--- config.mk ---
export PLATFORM = sky130hd
export DESIGN_NAME = if_fetch_queue
export DESIGN_NICKNAME = d
export VERILOG_FILES = /design/src/rtl/fetch_pkg.sv /design/src/rtl/fetch_fifo.sv /design/src/rtl/if_fetch_queue.sv
export SDC_FILE = /design/constraint.sdc
export NUM_CORES = 1
export LEC_CHECK = 0
export ABC_AREA = 1
export BUFFER_PORTS_ARGS = -buffer_cell sky130_fd_sc_hd__buf_2
export CAP_MARGIN = 20
export CORE_ASPECT_RATIO = 0.9
export CORE_UTILIZATION = 35
export DETAILED_ROUTE_END_ITERATION = 8
export GPL_TIMING_DRIVEN = 0
export PLACE_DENSITY = 0.53
export SLEW_MARGIN = 5
export SYNTH_ARGS = -nofsm -noshare
export SYNTH_HDL_FRONTEND = slang
export SYNTH_SLANG_ARGS = --single-unit
--- constraint.sdc ---
create_clock -name clock -period 11 [get_ports clock]
set_clock_uncertainty 0.1 [all_clocks]
set_input_delay 1.65 -clock clock [delete_from_list [all_inputs] [get_ports clock]]
set_output_delay 1.65 -clock clock [all_outputs]
set_load 0.01 [all_outputs]
--- src/rtl/fetch_pkg.sv ---
// Shared types for the instruction-fetch front end: FSM states, queue entry layout
// and fetch defaults.
package fetch_pkg;

    typedef enum logic [2:0] {
        IDLE,
        REQ,
        WAIT,
        DROP_REQ,
        DROP
    } fetch_state_t;

    localparam int unsigned WORD_BYTES       = 4;
    localparam logic [31:0] DEFAULT_RESET_PC = 32'h0000_0000;

    typedef struct packed {
        logic [31:0] pc4;
        logic [31:0] ir;
    } fetch_entry_t;

endpackage

--- src/rtl/fetch_fifo.sv ---
// Synchronous instruction queue with push/pop/flush; flush beats push, pop on empty
// is ignored, and push on full is accepted only alongside a pop.
module fetch_fifo
    import fetch_pkg::*;
#(
    parameter int unsigned DEPTH = 4
) (
    input  logic                       clock,
    input  logic                       reset,
    input  logic                       push,
    input  logic                       pop,
    input  logic                       flush,
    input  logic [63:0]                wdata,
    output logic [63:0]                rdata,
    output logic [$clog2(DEPTH):0]     count
);

    localparam int unsigned PW = $clog2(DEPTH);
    localparam int unsigned CW = PW + 1;
    localparam logic [CW-1:0] FULL_COUNT = CW'(DEPTH);
    localparam logic [CW-1:0] CNT_ONE    = CW'(1);
    localparam logic [PW-1:0] PTR_ONE    = PW'(1);

    fetch_entry_t  mem [DEPTH];
    logic [PW-1:0] wr_ptr;
    logic [PW-1:0] rd_ptr;
    logic          do_push;
    logic          do_pop;

    always_comb begin
        do_pop  = pop && (count != '0);
        do_push = push && ((count != FULL_COUNT) || do_pop);
    end

    always_ff @(posedge clock) begin
        if (reset || flush) begin
            wr_ptr <= '0;
            rd_ptr <= '0;
            count  <= '0;
        end else begin
            if (do_push) wr_ptr <= wr_ptr + PTR_ONE;
            if (do_pop)  rd_ptr <= rd_ptr + PTR_ONE;
            case ({do_push, do_pop})
                2'b10:   count <= count + CNT_ONE;
                2'b01:   count <= count - CNT_ONE;
                default: count <= count;
            endcase
        end
    end

    always_ff @(posedge clock) begin
        if (do_push && !(reset || flush)) mem[wr_ptr] <= fetch_entry_t'(wdata);
    end

    always_comb begin
        rdata = '0;
        if (count != '0) rdata = 64'(mem[rd_ptr]);
    end

endmodule

--- src/rtl/if_fetch_queue.sv ---
// Instruction-fetch front end: fetch PC, single-outstanding imem handshake and an
// instruction queue for ID. Optional FETCH_STATS_EN adds flush/stall counters.
module if_fetch_queue
    import fetch_pkg::*;
#(
    parameter int unsigned DEPTH    = 4,
    parameter logic [31:0] RESET_PC = DEFAULT_RESET_PC
) (
    input  logic        clock,
    input  logic        reset,
    input  logic        redirect_valid,
    input  logic [31:0] redirect_pc,
    output logic        imem_req,
    output logic [31:0] imem_addr,
    input  logic        imem_gnt,
    input  logic        imem_rvalid,
    input  logic [31:0] imem_rdata,
    output logic        out_valid,
    output logic [31:0] out_pc4,
    output logic [31:0] out_ir,
    input  logic        out_ready
`ifdef FETCH_STATS_EN
    ,
    output logic [15:0] stat_flush,
    output logic [15:0] stat_stall
`endif
);

    localparam int unsigned CW = $clog2(DEPTH) + 1;
    localparam logic [CW-1:0] FULL_COUNT = CW'(DEPTH);
    localparam logic [CW-1:0] LAST_COUNT = CW'(DEPTH - 1);

    fetch_state_t  state, state_next;
    logic [31:0]   fetch_pc, fetch_pc_next;
    logic [31:0]   hold_pc, hold_pc_next;
    logic          pending, pending_next;
    logic          push, flush, pop;
    logic [CW-1:0] count;
    logic [63:0]   head;
    logic [31:0]   redirect_target;
    logic [31:0]   pc_step;
    logic          idle_credit, wait_credit;

    fetch_fifo #(.DEPTH(DEPTH)) u_fifo (
        .clock (clock),
        .reset (reset),
        .push  (push),
        .pop   (pop),
        .flush (flush),
        .wdata ({fetch_pc, imem_rdata}),
        .rdata (head),
        .count (count)
    );

    assign out_valid = (count != '0);
    assign out_pc4   = head[63:32];
    assign out_ir    = head[31:0];
    assign pop       = out_valid && out_ready;

    always_comb begin
        redirect_target = redirect_pc & ~32'h3;
        pc_step         = fetch_pc + 32'(WORD_BYTES);
        idle_credit     = (count < FULL_COUNT);
        // Credit after this cycle's push: the request slot frees as the word lands.
        wait_credit     = pop || (count < LAST_COUNT);
    end

    // fetch_pc is bumped at grant, so in WAIT it already equals request PC + 4.
    always_comb begin
        state_next    = state;
        fetch_pc_next = fetch_pc;
        hold_pc_next  = hold_pc;
        pending_next  = pending;
        push          = 1'b0;
        flush         = 1'b0;
        imem_req      = 1'b0;
        imem_addr     = fetch_pc;

        case (state)
            IDLE: if (idle_credit) state_next = REQ;
            REQ: begin
                imem_req = !pending;
                if (pending) begin
                    if (imem_rvalid) pending_next = 1'b0;
                end else if (imem_gnt) begin
                    state_next    = WAIT;
                    fetch_pc_next = pc_step;
                end
            end
            WAIT: begin
                if (imem_rvalid) begin
                    push       = 1'b1;
                    state_next = wait_credit ? REQ : IDLE;
                end
            end
            DROP_REQ: begin
                imem_req  = 1'b1;
                imem_addr = hold_pc;
                if (imem_gnt) state_next = DROP;
            end
            DROP: if (imem_rvalid) state_next = REQ;
            default: state_next = IDLE;
        endcase

        // A response owed by a killed request is absorbed by DROP/DROP_REQ, or by
        // the pending flag when the redirect lands while already dropping.
        if (redirect_valid) begin
            flush         = 1'b1;
            push          = 1'b0;
            fetch_pc_next = redirect_target;
            case (state)
                REQ: begin
                    if (pending) begin
                        state_next   = REQ;
                        pending_next = !imem_rvalid;
                    end else if (imem_gnt) begin
                        state_next = DROP;
                    end else begin
                        state_next   = DROP_REQ;
                        hold_pc_next = fetch_pc;
                    end
                end
                WAIT:     state_next = imem_rvalid ? REQ : DROP;
                DROP_REQ: state_next = imem_gnt ? DROP : DROP_REQ;
                DROP: begin
                    state_next   = REQ;
                    pending_next = !imem_rvalid;
                end
                default:  state_next = REQ;
            endcase
        end
    end

    always_ff @(posedge clock) begin
        if (reset) begin
            state    <= IDLE;
            fetch_pc <= RESET_PC & ~32'h3;
            hold_pc  <= '0;
            pending  <= 1'b0;
        end else begin
            state    <= state_next;
            fetch_pc <= fetch_pc_next;
            hold_pc  <= hold_pc_next;
            pending  <= pending_next;
        end
    end

`ifdef FETCH_STATS_EN
    always_ff @(posedge clock) begin
        if (reset) begin
            stat_flush <= '0;
            stat_stall <= '0;
        end else begin
            if (redirect_valid && (stat_flush != '1))     stat_flush <= stat_flush + 16'd1;
            if (out_valid && !out_ready && (stat_stall != '1)) stat_stall <= stat_stall + 16'd1;
        end
    end
`endif

endmodule

* Word-level counts from Yosys, hierarchy flattened
Memories as Yosys holds them, arrays and structs flattened. A register that Yosys moved wholly into a read port is not among the register bits. Index checks and enable logic that the tools add are counted.
Word-level totals: output and inout bits 98, register bits 75, bits of input ports 70, memories 1, bits in writable memories 256
Memories:
- u_fifo.mem | depth 4, width 64, read ports 1, clocked after memory_dff 1, wr ports 1, line fetch_fifo.sv:24 | fetch_entry_t mem [DEPTH];
Cells by class: bitwise logic cells 2, magnitude comparators 2, reduce and logical (&&, ||, !) cells 20, mux-type cells 35, add/sub/neg operators 5, equal/unequal tests 14
Operators by type and width (count):
- $mux 32 | 5
- $mux 64 | 1
- $add 32x3->32 const B | 1
- $mux 3 | 10
- $ne 3x3->1 const B | 7
- $pmux 3 s5 | 1
- $mux 1 | 12
- $pmux 3 s3 | 1
- $eq 3x2->1 const B | 2
- $pmux 3 s2 | 1
- $reduce_and 3->1 | 2
- $reduce_and 6->1 | 1
- $reduce_bool 2->1 | 3
- $add 2x1->2 const B | 2
- $logic_and 1x1->1 | 4
- $mux 2 | 2
- $pmux 1 s2 | 2
- $reduce_and 4->1 | 1
- $add 3x1->3 const B | 1
- $eq 3x1->1 const B | 1
- $eq 3x3->1 const B | 1
- $logic_not 1->1 | 3
- $logic_not 3->1 | 1
- $logic_or 1x1->1 | 3
- 9 further kinds | 10

* Longest topological paths before layout
depth in word-level cells 8, gate-level depth with buffers 12, gate-level depth less buffers 12

* Cells and area by module
A second synthesis with hierarchy kept.
Unflattened totals: cells, all modules 1433, area total of the unflattened synthesis 14191.1 sq um
Modules (own cells, without submodules):
- fetch_fifo | instances 1, cells each 822, area an instance 10397.5 sq um, sequential area each 7867.5 sq um
- if_fetch_queue | instances 1, cells each 611, area an instance 3793.6 sq um, sequential area each 1281.2 sq um

* Worst setup path before layout
Ideal clock, no wire load.
kind input -> register, start in out_ready, end mem u_fifo.mem[0][0] (netlist bit) (enable), arrival 4.731 ns, path buffers 0, cell stages on the path 6, data required time 10.418 ns, slack 5.686 ns, cell sequence inv_1 > nand3_1 > nand3_1 > nor2_1 > nand2_1 > nor2_1
On the way: word-level cells in the longest chain between the ends 7
Ends and longest elaborated chain:
- start, declared | line if_fetch_queue.sv:21 | input logic out_ready
- $logic_and 1x1->1 | line if_fetch_queue.sv:58 | assign pop = out_valid && out_ready;
- $logic_and 1x1->1 | line fetch_fifo.sv:31 | do_pop = pop && (count != '0);
- $logic_or 1x1->1 | line fetch_fifo.sv:32 | do_push = push && ((count != FULL_COUNT) || do_pop);
- $logic_and 1x1->1 | line fetch_fifo.sv:32
- $logic_and 1x1->1 | line fetch_fifo.sv:52 | if (do_push && !(reset || flush)) mem[wr_ptr] <= fetch_entry_t'(wdata);
- $mux 1 | line fetch_fifo.sv:52
- $mux 1 (implied by the code) | line fetch_fifo.sv:52
- end, declared | line fetch_fifo.sv:24
Every way passes these cells.

==> run metrics <==
outcome=completed; IO Count=168; number of synthesis warnings=0; switching power=0.000665 W; Slew HR=0.504; Multi-input gate area=between 0.004 and 0.005 mm2; vias in the first global route=10400; syn_area_per_cell=9.79 um2; critical path fanouts, max=10; Max Clock Freq=0.219 GHz; Avg WL per Cell=between 15 and 20 um; drt first pass iters=5; final setup violating endpoints=0; Req. time, crit path=9.25 ns; Worst-path clk slew=0.06 ns; Yosys cell types=32; maximum vdd drop=around 90 uV; hold_buf cts=0; Comb pwr share=0.062; Worst setup SP type=flop; post-place setup slack=about 6.9 ns; post-CTS sizing=0; Slew @ Worst Pin=0.745 ns; Setup crit end kind=primary output; LEAKAGE=just over 6 nW; Vias=10700; pin count of the biggest net entering global routing=28; antenna violations before repair=0; commonest non-fill, non-tap cell in the layout=nor2_1; PwrDens=171 mW/mm2; # rows=68; CTS tree=yes; Reg area=0.00891 mm2; Final period util=0.415; GP Congestion=0.845; post-layout min period=between 4 and 5 ns; Reg2Reg Launch Point=state[1]; die area=0.0400 mm2; initial core utilization=0.357; Sw Ratio=0.233; fin nets=about 1700; P&R area growth vs syn=22.0%; DRC viols=0; worst path cell trace=clkbuf_1, inv_2, buf_2, clkbuf_1, o21ai_0, a21oi_1, buf_2; cell-internal power=0.00219 W; clk buf depth=3; # fillers=3784; worst skew pair latency=around 0.53 ns; postcts setup bufs=0; via-per-instance ratio=4.96; final setup margin=6.43 ns; max-slew violations=0; sequential area share after synthesis=0.649; Worst Hold Class=reg2reg; Die W=between 200 and 250 um; root buf cell=clkbuf_16; clock group share of total power=0.459; first-pass GRT wire length=about 61 mm; Hold Fails Final Rpt=0; TritonCTS Sinks=321; Iteration-0 DRC Markers=approximately 840; die height=190 um; WS Path Type=reg2out; RSZ-0062 raised after global routing=no; slowest stage cell, crit path=clkbuf_1; Buffers on Ports=160; CP peak stage delay=0.47 ns; GRT Util Overall=0.201; FF+latch count, synth=321; Num CTS Buffers=37; final WL=roughly 40 mm; Diodes inserted=0; total of max-cap violations=0; Worst Path Arrival=between 2 and 3 ns; hpwl dp=26.9 mm; layout cells sized above 1=0.162; Sequential Power Share=0.479; Hold Startpoint=hold_pc[26]; total grt overflow=0; Post-Syn Area=0.0137 mm2; most frequent cells in the layout=nor2_1, edfxtp_1, o21ai_0; Setup TNS Final=0 ns; Core Region=roughly 0.038 mm2; htree depth=2; Synth Instances=about 1400; ANT nets after route=0
-- final timing paths --
path | to | cells after the start | slack [ns]
setup reg to reg | u_fifo.mem[3][14] | 8 | 8.16
setup / recovery | out_pc4[19] | 7 | 6.43
hold reg to reg | hold_pc[26] | 2 | 0.35
hold / removal | hold_pc[26] | 2 | 0.35
-- state kept, by name (all words and copies together) (netlist names), named ones only --
signal         flops
fetch_pc          30
hold_pc           30
pending            1
state              3
u_fifo.count       3
u_fifo.mem       248
u_fifo.rd_ptr      2
u_fifo.wr_ptr      2
-- kinds of logic (layout without fill, tap and decap cells) --
family,Yosys count,count (layout),synth area share
compound gates,346,346,0.128
xor+xnor,13,13,0.00830
fa+ha+maj,7,7,0.00693
buf+inv,174,412,0.0509
flops,321,321,0.649
other cells,1,4,0.000273
simple gates,540,540,0.157
-- power by group through the flow --
stage,combinational [W],sequential [W],clock [W]
after floorplan,0.000106,0.00137,0
final,0.000178,0.00137,0.00131
after global routing,0.000197,0.00137,0.00138
after CTS,0.000177,0.00137,0.00133
after global placement,0.000173,0.00139,0
after detailed placement,0.000175,0.00139,0
-- worst max-delay path, delay by kind of cell, from the launching register on --
kind | cells | cell delay (ns)
buf+inv | 5 | 1.53
compound gates | 2 | 0.45
flops | 1 | 0.30
-- final cells by class --
class                   instances  share of cell area
clock inverters                26              0.0194
flip-flops and latches        321               0.532
inverters                      98              0.0220
well taps                     525              0.0392
clock buffers                  42              0.0577
multi-input cells             910               0.248
plain buffers                  76              0.0197
repair buffers                170              0.0616
-- routing by layer --
metal  vias to the layer above  track usage  routed length (um)
li1                       5178            -                   -
met1                      5086        0.284               18400
met2                       415        0.316               17900
met3                        64       0.0309                2760
met4                         0       0.0622                 977
met5                         -            0                   0
-- synthesized netlist by cell type --
cell,instances,area [um2]
nor2_1,319,1200
edfxtp_1,248,7450
o21ai_0,211,1060
nand2_1,162,608
a21oi_1,121,606
inv_1,92,345
dfxtp_1,73,1460
clkbuf_1,56,210
nand3_1,36,180
xor2_1,13,114
buf_2,12,60.1
nor3_1,8,40.0
a31oi_1,6,37.5
buf_4,6,45.0
ha_1,6,75.1
inv_2,6,22.5
nor2_2,6,37.5
a211oi_1,3,22.5
nand2_4,2,22.5
nand4_1,2,12.5
o21a_1,2,15.0
o21ai_1,2,10.0
and2_1,1,6.26
buf_1,1,3.75
buf_6,1,11.3
conb_1,1,3.75
fa_1,1,20.0
nand2_2,1,6.26
nand3b_1,1,7.51
nor2_4,1,11.3
nor2_8,1,20.0
o211ai_1,1,7.51
-- stage by stage --
step / total power (W) / cell area, um2 / cells / util / hold WS (ns)
3_3_place_gp: 0.00156 / 15200 / 2090 / 0.395 / 0.333
2_1_floorplan: 0.00148 / 13700 / 1405 / - / 0.324
4_1_cts: 0.00287 / 16700 / 2168 / 0.435 / 0.348
3_5_place_dp: 0.00157 / 15500 / 2100 / 0.402 / 0.339
6_report: 0.00285 / 16700 / 2168 / 0.435 / 0.347
5_1_grt: 0.00295 / 16700 / 2168 / 0.435 / 0.363
No activity file was read; power rests on OpenSTA's default activity.
